### src/rtl/uart_pkg.sv
// Shared definitions for the IO-bus UART: FSM states, IO address decode bits
// and status word layout.
package uart_pkg;

  typedef enum logic [1:0] {
    IDLE  = 2'd0,
    START = 2'd1,
    DATA  = 2'd2,
    STOP  = 2'd3
  } uart_state_t;

  // One-hot word-address select bits within IO space
  localparam int unsigned IO_LED_bit       = 0;
  localparam int unsigned IO_UART_DATA_bit = 1;
  localparam int unsigned IO_UART_STAT_bit = 2;

  localparam int unsigned STAT_BUSY_BIT = 0;
  localparam int unsigned STAT_FULL_BIT = 1;
  localparam int unsigned STAT_OVF_BIT  = 2;

  typedef struct packed {
    logic [28:0] rsvd;
    logic        overflow;
    logic        full;
    logic        busy;
  } uart_status_t;

endpackage

### src/rtl/sync_fifo.sv
// Single-clock FIFO with extra-MSB pointers; dout shows the head entry
// combinationally. A push while full is accepted when a pop lands in the same cycle.
module sync_fifo #(
  parameter int unsigned WIDTH = 8,
  parameter int unsigned DEPTH = 8
) (
  input  logic             clk,
  input  logic             rst,
  input  logic             push,
  input  logic             pop,
  input  logic [WIDTH-1:0] din,
  output logic [WIDTH-1:0] dout,
  output logic             full,
  output logic             empty
);

  localparam int unsigned AW = $clog2(DEPTH);

  logic [WIDTH-1:0] mem_q [DEPTH];
  logic [AW:0]      wr_ptr_q, wr_ptr_d;
  logic [AW:0]      rd_ptr_q, rd_ptr_d;
  logic             do_push_c, do_pop_c;

  assign empty     = (wr_ptr_q == rd_ptr_q);
  assign full      = (wr_ptr_q[AW] != rd_ptr_q[AW]) &&
                     (wr_ptr_q[AW-1:0] == rd_ptr_q[AW-1:0]);
  assign dout      = mem_q[rd_ptr_q[AW-1:0]];
  assign do_pop_c  = pop & ~empty;
  assign do_push_c = push & (~full | do_pop_c);

  always_comb begin
    wr_ptr_d = wr_ptr_q;
    rd_ptr_d = rd_ptr_q;
    if (do_push_c) wr_ptr_d = wr_ptr_q + 1'b1;
    if (do_pop_c)  rd_ptr_d = rd_ptr_q + 1'b1;
  end

  always_ff @(posedge clk) begin
    if (rst) begin
      wr_ptr_q <= '0;
      rd_ptr_q <= '0;
    end else begin
      wr_ptr_q <= wr_ptr_d;
      rd_ptr_q <= rd_ptr_d;
    end
  end

  // Storage needs no reset: contents are only visible through the pointers
  always_ff @(posedge clk) begin
    if (do_push_c) mem_q[wr_ptr_q[AW-1:0]] <= din;
  end

endmodule

### src/rtl/io_uart_tx.sv
// Memory-mapped 8N1 UART transmitter: IO write decode into a byte FIFO,
// baud-timed serialiser FSM, and a registered status readback word.
module io_uart_tx
  import uart_pkg::*;
#(
  parameter int unsigned CLK_FREQ   = 12_000_000,
  parameter int unsigned BAUD       = 115_200,
  parameter int unsigned FIFO_DEPTH = 8
) (
  input  logic        clk,
  input  logic        rst,
  input  logic        io_sel,
  input  logic [29:0] io_wordaddr,
  input  logic        io_wstrb,
  input  logic [31:0] io_wdata,
  input  logic        io_rstrb,
  output logic [31:0] io_rdata,
  output logic        tx
);

  localparam int unsigned CLKS_PER_BIT = CLK_FREQ / BAUD;
  localparam int unsigned CNT_W        = $clog2(CLKS_PER_BIT);

  if (CLKS_PER_BIT < 4) begin : g_bad_baud
    $error("io_uart_tx: CLK_FREQ/BAUD must be at least 4");
  end
  if (FIFO_DEPTH < 2 || (FIFO_DEPTH & (FIFO_DEPTH - 1)) != 0) begin : g_bad_depth
    $error("io_uart_tx: FIFO_DEPTH must be a power of two >= 2");
  end

  uart_state_t      state_q, state_d;
  logic [CNT_W-1:0] cnt_q, cnt_d;
  logic [2:0]       bit_idx_q, bit_idx_d;
  logic [7:0]       shift_q, shift_d;
  logic             tx_q, tx_d;
  logic             ovf_q, ovf_d;
  uart_status_t     rdata_q, rdata_d;

  logic             data_wr_c, stat_rd_c, pop_c, bit_done_c, busy_c;
  logic [7:0]       fifo_dout;
  logic             fifo_full, fifo_empty;
  logic             unused_bits;

  assign data_wr_c  = io_sel & io_wstrb & io_wordaddr[IO_UART_DATA_bit];
  assign stat_rd_c  = io_sel & io_rstrb & io_wordaddr[IO_UART_STAT_bit];
  assign bit_done_c = (cnt_q == CNT_W'(CLKS_PER_BIT - 1));
  assign busy_c     = ~fifo_empty | (state_q != IDLE);

  assign unused_bits = ^{io_wdata[31:8], io_wordaddr[29:3], io_wordaddr[IO_LED_bit]};

  sync_fifo #(
    .WIDTH (8),
    .DEPTH (FIFO_DEPTH)
  ) u_fifo (
    .clk   (clk),
    .rst   (rst),
    .push  (data_wr_c),
    .pop   (pop_c),
    .din   (io_wdata[7:0]),
    .dout  (fifo_dout),
    .full  (fifo_full),
    .empty (fifo_empty)
  );

  // Serialiser: tx is registered from the current state, one cycle behind it
  always_comb begin
    state_d   = state_q;
    cnt_d     = cnt_q;
    bit_idx_d = bit_idx_q;
    shift_d   = shift_q;
    pop_c     = 1'b0;
    tx_d      = 1'b1;
    if (state_q != IDLE) cnt_d = bit_done_c ? '0 : cnt_q + 1'b1;
    case (state_q)
      IDLE: begin
        cnt_d = '0;
        if (!fifo_empty) begin
          pop_c   = 1'b1;
          shift_d = fifo_dout;
          state_d = START;
        end
      end
      START: begin
        tx_d = 1'b0;
        if (bit_done_c) begin
          state_d   = DATA;
          bit_idx_d = 3'd0;
        end
      end
      DATA: begin
        tx_d = shift_q[0];
        if (bit_done_c) begin
          shift_d = {1'b0, shift_q[7:1]};
          if (bit_idx_q == 3'd7) state_d = STOP;
          else                   bit_idx_d = bit_idx_q + 3'd1;
        end
      end
      STOP: begin
        tx_d = 1'b1;
        if (bit_done_c) begin
          if (!fifo_empty) begin
            pop_c   = 1'b1;
            shift_d = fifo_dout;
            state_d = START;
          end else begin
            state_d = IDLE;
          end
        end
      end
      default: state_d = IDLE;
    endcase
  end

  // Sticky overflow (set beats clear) and status readback
  always_comb begin
    ovf_d   = ovf_q;
    rdata_d = rdata_q;
    if (stat_rd_c) ovf_d = 1'b0;
    if (data_wr_c && fifo_full && !pop_c) ovf_d = 1'b1;
    if (io_rstrb) begin
      rdata_d = '0;
      if (stat_rd_c) begin
        rdata_d.busy     = busy_c;
        rdata_d.full     = fifo_full;
        rdata_d.overflow = ovf_q;
      end
    end
  end

  always_ff @(posedge clk) begin
    if (rst) begin
      state_q   <= IDLE;
      cnt_q     <= '0;
      bit_idx_q <= '0;
      shift_q   <= '0;
      tx_q      <= 1'b1;
      ovf_q     <= 1'b0;
      rdata_q   <= '0;
    end else begin
      state_q   <= state_d;
      cnt_q     <= cnt_d;
      bit_idx_q <= bit_idx_d;
      shift_q   <= shift_d;
      tx_q      <= tx_d;
      ovf_q     <= ovf_d;
      rdata_q   <= rdata_d;
    end
  end

  assign tx       = tx_q;
  assign io_rdata = rdata_q;

endmodule

### config.mk
export PLATFORM = sky130hd
export DESIGN_NAME = io_uart_tx
export DESIGN_NICKNAME = d
export VERILOG_FILES = /design/src/rtl/uart_pkg.sv /design/src/rtl/sync_fifo.sv /design/src/rtl/io_uart_tx.sv
export SDC_FILE = /design/constraint.sdc
export NUM_CORES = 1
export LEC_CHECK = 0
export CAP_MARGIN = 0
export CORE_ASPECT_RATIO = 0.9
export CORE_MARGIN = 2
export CORE_UTILIZATION = 50
export CTS_CLUSTER_DIAMETER = 200
export DETAILED_ROUTE_END_ITERATION = 8
export MAX_ROUTING_LAYER = met4
export PLACE_DENSITY_LB_ADDON = 0.05
export SLEW_MARGIN = 0
export SYNTH_ARGS = -nofsm -noshare
export SYNTH_HDL_FRONTEND = slang
export SYNTH_SLANG_ARGS = --single-unit
### constraint.sdc
create_clock -name clk -period 4.35 [get_ports clk]
set_input_delay 0.435 -clock clk [delete_from_list [all_inputs] [get_ports clk]]
set_output_delay 0.435 -clock clk [all_outputs]
set_load 0.005 [all_outputs]
Yosys cells after proc, flatten, opt, wreduce, memory -nomap -nowiden
Memory sizes are Yosys's and may differ from the RTL's. A register that Yosys moved wholly into a read port is not among the register bits.
Index checks and enable logic that the tools add are counted.
- reduce and logical (&&, ||, !) cells: 13
- add/sub/neg operators: 4
- bitwise gates (word level): 10
- multiplexer cells: 27
- shift-type cells: 0
- equal/unequal tests: 14
- multipliers: 0
- $lt $le $gt $ge: 0
- div/mod/pow operators: 0
- operators with widths (kind ; number):
    8-bit 2-to-1 mux ; 3
    8-bit case mux with 3 select lines ; 1
    3-bit 2-to-1 mux ; 6
    2-bit inequality test, second input constant ; 6
    2-bit 2-to-1 mux ; 5
    4-bit by 1-bit adder with 4-bit output, second input constant ; 2
    2-bit case mux with 4 select lines ; 1
    7-bit by 1-bit adder with 7-bit output, second input constant ; 1
    7-bit == test, second input constant ; 1
    1-bit 2-to-1 mux ; 7
    7-bit 2-to-1 mux ; 1
    1-bit bitwise AND ; 6
    3-bit case mux with 2 select lines ; 1
    2-bit nonzero test ; 3
    5-bit AND reduction ; 1
    2-bit == test, second input constant ; 2
    4-bit == test ; 1
    1-bit case mux with 2 select lines ; 2
    4-bit AND reduction ; 1
    3-bit by 1-bit adder with 3-bit output, second input constant ; 1
    3-bit == test ; 1
    3-bit == test, second input constant ; 1
    1-bit logical AND ; 3
    3-bit AND reduction ; 1
    8 further kinds ; 10
- bits in latches: 0
- flip-flop bits (word level): 33
- RAM bits: 64
- memories: 1
- bits in read-only memories: 0
- output and inout port bits: 33
- memories (memory ; depth ; width ; rd ports ; clocked after Yosys merged registers in ; wr ports ; RTL line ; text):
    u_fifo.mem_q ; 8 ; 8 ; 1 ; 1 ; 1 ; sync_fifo.sv:19 ; logic [WIDTH-1:0] mem_q [DEPTH];

Logic depth before layout (Yosys ltp)
- word-level depth: 9
- mapped depth: 8
- depth with buffers taken out: 6

Modules after synthesis
A second synthesis with hierarchy kept.
- cells, all modules: 330
- area, all modules: 4544.4 sq um
- by module, submodules not included (module ; area an instance (sq um) ; seq. area each (sq um) ; cells each ; times used):
    sync_fifo ; 3012.9 ; 2142.1 ; 164 ; 1
    io_uart_tx ; 1531.5 ; 500.5 ; 166 ; 1

Least setup slack after synthesis
No wires, ideal clock.
- path kind: register to register
- from: reg state_q[0]
- to: reg u_fifo.wr_ptr_q[3]
- setup slack: 2.005 ns
- cell stages (with the launch flop): 8
- data arrival time: 2.225 ns
- path buffers: 1
- clock period less this slack: 2.345 ns
- data required time: 4.229 ns
- library setup time: 0.121 ns
- cells stage by stage: dfxtp_1 -> inv_1 -> ha_1 -> nand2b_1 -> o32a_1 -> buf_6 -> a21oi_1 -> mux2_2
- longest elaborated chain between the ends: 5
- elaborated cells between the ends (all ways): 6
- classes of those cells: eq/ne (1); mux (1); bitwise (3); reduce/logical (1)
- RTL lines (element ; RTL line ; text):
    start, declared ; io_uart_tx.sv:31 ; uart_state_t state_q, state_d;
    start signal, assigned ; io_uart_tx.sv:140 ; state_q <= state_d;
    2-bit == test or 2-bit logical NOT (tied branches) ; io_uart_tx.sv:74 ; case (state_q)
    1-bit case mux with 2 select lines * ; io_uart_tx.sv:74 ;
    1-bit bitwise AND * ; sync_fifo.sv:28 ; assign do_pop_c = pop & ~empty;
    1-bit bitwise OR * ; sync_fifo.sv:29 ; assign do_push_c = push & (~full | do_pop_c);
    1-bit bitwise AND * ; sync_fifo.sv:29 ;
    end signal, assigned ; sync_fifo.sv:43 ; wr_ptr_q <= wr_ptr_d;
    end, declared ; sync_fifo.sv:20 ; logic [AW:0] wr_ptr_q, wr_ptr_d;
Mark *: on every way between the ends. The rest lies on a longest branch, timed or not.
A chain may end at the register's enable or synchronous reset.

Worst setup path after layout
- from: reg state_q[0]
- to: mem u_fifo.mem_q[3][2], enable pin
- longest elaborated chain between the ends: 7
- elaborated cells between the ends (all ways): 8
- classes of those cells: eq/ne (1); mux (3); bitwise (3); reduce/logical (1)
- RTL lines (element ; RTL line ; text):
    2-bit == test or 2-bit logical NOT (tied branches) ; io_uart_tx.sv:74 ;
    1-bit case mux with 2 select lines * ; io_uart_tx.sv:74 ;
    1-bit bitwise AND * ; sync_fifo.sv:28 ;
    1-bit bitwise OR * ; sync_fifo.sv:29 ;
    1-bit bitwise AND * ; sync_fifo.sv:29 ;
    1-bit 2-to-1 mux * ; sync_fifo.sv:50 ; if (do_push_c) mem_q[wr_ptr_q[AW-1:0]] <= din;
    1-bit 2-to-1 mux (not written as such) * ; sync_fifo.sv:50 ;
    end, declared ; sync_fifo.sv:19 ;
Marks and branches as above.

==> results.md <==
* Most common cell after layout, fill and taps aside: edfxtp_1
* Arrival time at the worst endpoint at 2720 ps
* Initial Util at 51.1%
* Dpl ws at 1610 ps
* Fin. max-slew vios at 0
* Clk_skew at 12.0 ps
* Metal-1 WL at 4150 um
* Met3 wire length at about 340 um
* Post-CTS Setup Inserts at 0
* Total power at approximately 0.0023 W
* Unrepaired setup endpoints after global routing: false
* Vias in the first global route at 2523
* CP Capture Type: register
* Area contributors post-synth: edfxtp_1, dfxtp_1, mux2i_1, buf_4, a22o_1
* Tmin final at 2720 ps
* Die Ht at 95.4 um
* Antenna Cells at 0
* CTS Buffer Depth at 2
* R2R Setup Slk at 1630 ps
* Main synth FF type: edfxtp_1
* Dpl cell area at 0.00477 mm^2
* Static Leak at about 1.7 nW
* Final hold viol count at 0
* Max Freq at 367 MHz
* Worst Tran Pin Value at 1050 ps
* Worst-Skew Late Latency at 360 ps
* Hpwl dp at 5300 um
* Crit-path cells: inv_1 -> ha_1 -> nand2b_1 -> o32a_1 -> a21boi_4 -> and4b_1
* Largest net degree at the start of global routing at 33
* DRT antenna net count at 0
* CTS tree: yes
* Most frequent cells in the layout: edfxtp_1, dfxtp_1, mux2i_1
* Rel. slew slack at 30.0%
* Post-route cell area at 0.00496 mm^2
* PnR worst setup slack at 1630 ps
* Final period util at 62.6%
* Buffers & Inverters on Critical Path at 1
* Clk slew on worst S/H paths at ~100 ps
* Clock Tree Root: clkbuf_8
* Cell row count at 33
* Syn Area/Cell at 12.2 um^2
* Data required, critical path at 4350 ps
* Share of layout cells above drive strength 1 at under 10%
* Max Cap Viol at 0
* Top sig layer: met4
* Die area at a little over 0.01 mm^2
* Post-cts sizing count at 0
* CP Class: reg -> reg
* Ys async rst share at 0%
* Core Box Area at ~0.0091 mm^2
* CP max FO at 12
* Vias per cell at 5.43
* First-pass GRT wire length at around 13000 um
* EDFF count, synth at 64
* #FFs+latches synth at 100
* Layout Nets at 463
* # port buffers at 18
* Detailed Route WL at roughly 8300 um
* Hold/Removal Path Class: reg -> reg
* I/O pin total at 100
* Hold_buf cts at 0
* Top-area cell type share of the netlist area at 41.4%
* GRT Total Usage at a little under a fifth
* Aggregate negative setup slack at 0 ps
* Residual DRC at 0
* Clock sinks at 100
* H-tree Lvls at 3
* Placer Congestion at 0.760
* Startpoint Class: register
* WL/cell at 16.2 um
* Mapped Area at about 0.0046 mm^2
* Peak supply drop at roughly 0.00025 V
* Slowest-stage cell, CP: and4b_1
* Final Setup Violations at 0
* Synthesis-to-finish area growth at 6.84%
* Area leader, netlist: edfxtp_1
* Die X at 106 um
* Post-synthesis cell count at between 300 and 400
* Sequential fraction of the synthesis area at 56.9%
* Initial antenna violation count at 0
* Drt first-iter violations at 101
* Via Count at about 2800
* Routed length on met2 at around 3800 um
* Drt pass-1 iters at 4
* Inserted Clock Buffers at 9
* Status: finished, final reports clean
* Crit path max-delay family: simple AND/OR/NAND/NOR gates
* Crit path largest cell delay at about 600 ps
* Synth cell types at 52
* Synth Warn # at 0
* Layout Cells excl Fill at 514
* P per Cell Area at 469 mW/mm^2
* GRT overflow at 0
* DP Cell Count at roughly 500
-- synthesized netlist by cell type, types with 3 or more instances --
| library cell | instances |
|---|---|
| xnor2_1 | 6 |
| and4b_1 | 5 |
| inv_1 | 12 |
| nand4_1 | 7 |
| buf_4 | 30 |
| mux2_2 | 3 |
| o31a_1 | 7 |
| nand3_1 | 7 |
| nand2b_1 | 5 |
| a22o_1 | 13 |
| buf_2 | 8 |
| mux2i_1 | 34 |
| o21ai_0 | 5 |
| o211ai_1 | 7 |
| nor2b_1 | 7 |
| ha_1 | 9 |
| a21oi_1 | 22 |
| xor2_1 | 3 |
| clkbuf_1 | 12 |
| dfxtp_1 | 36 |
| edfxtp_1 | 64 |
| o311ai_0 | 7 |
| nor2_1 | 14 |
| and2_1 | 3 |
| nand3b_1 | 3 |
| and3_1 | 4 |
| nand2_1 | 19 |
-- layer usage --
| metal | vias up | global-route usage, % |
|---|---|---|
| met2 | 70 | 28.2 |
| met4 | 0 | 3.95 |
| met5 | - | - |
| met1 | 1339 | 24.9 |
| met3 | 4 | 4.37 |
| li1 | 1379 | - |
-- state kept, by name, indices dropped and copies added (netlist names), named ones only --
name and flops:
io_rdata 3, u_fifo.rd_ptr_q 4, shift_q 8, cnt_q 7, bit_idx_q 3, tx 1, ovf_q 1, u_fifo.wr_ptr_q 4
u_fifo.mem_q 64, state_q 2
-- cell families after synthesis --
family	share of synthesized area, %
AOI/OAI and AO/OA	11.9
xor gates and xnor gates	1.70
adders and majority gates	2.42
buffers and inverters	7.97
DFF	56.9
muxes	8.54
other	0.0807
and+or+nand+nor	10.6
-- cell type report --
class / count / area, um^2
clock inverter: 7 / 65.1
sequential: 100 / 2640
multi-input combinational: 244 / 1740
inverter: 12 / 45.0
clock buffer: 9 / 124
timing repair buffer: 20 / 195
tap: 122 / 153
fill: 802 / 4120
-- metrics by stage --
step | hold WS, ps | util (%)
6_report | 454 | 54.6
5_1_grt | 488 | 54.6
4_1_cts | 456 | 54.6
3_5_place_dp | 437 | 52.6
3_3_place_gp | 427 | 52.6
2_1_floorplan | 413 | -
-- power breakdown --
group	switching (W)	total [W]	internal, W
logic	0.000302	0.000578	0.000276
registers	0.000115	0.00119	0.00108
clock network	0.000340	0.000562	0.000222
total	0.000756	0.00233	0.00157
-- path summary, 6_finish.rpt --
| check | startpoint | end | cells past startpoint |
|---|---|---|---|
| worst max-delay path | state_q[0] | u_fifo.mem_q[3][2] | 6 |
| worst min-delay path | cnt_q[0] | cnt_q[0] | 1 |
| worst min register to register | cnt_q[0] | cnt_q[0] | 1 |
| worst max register to register | state_q[0] | u_fifo.mem_q[3][2] | 6 |
(Power assumes the default switching activity.)
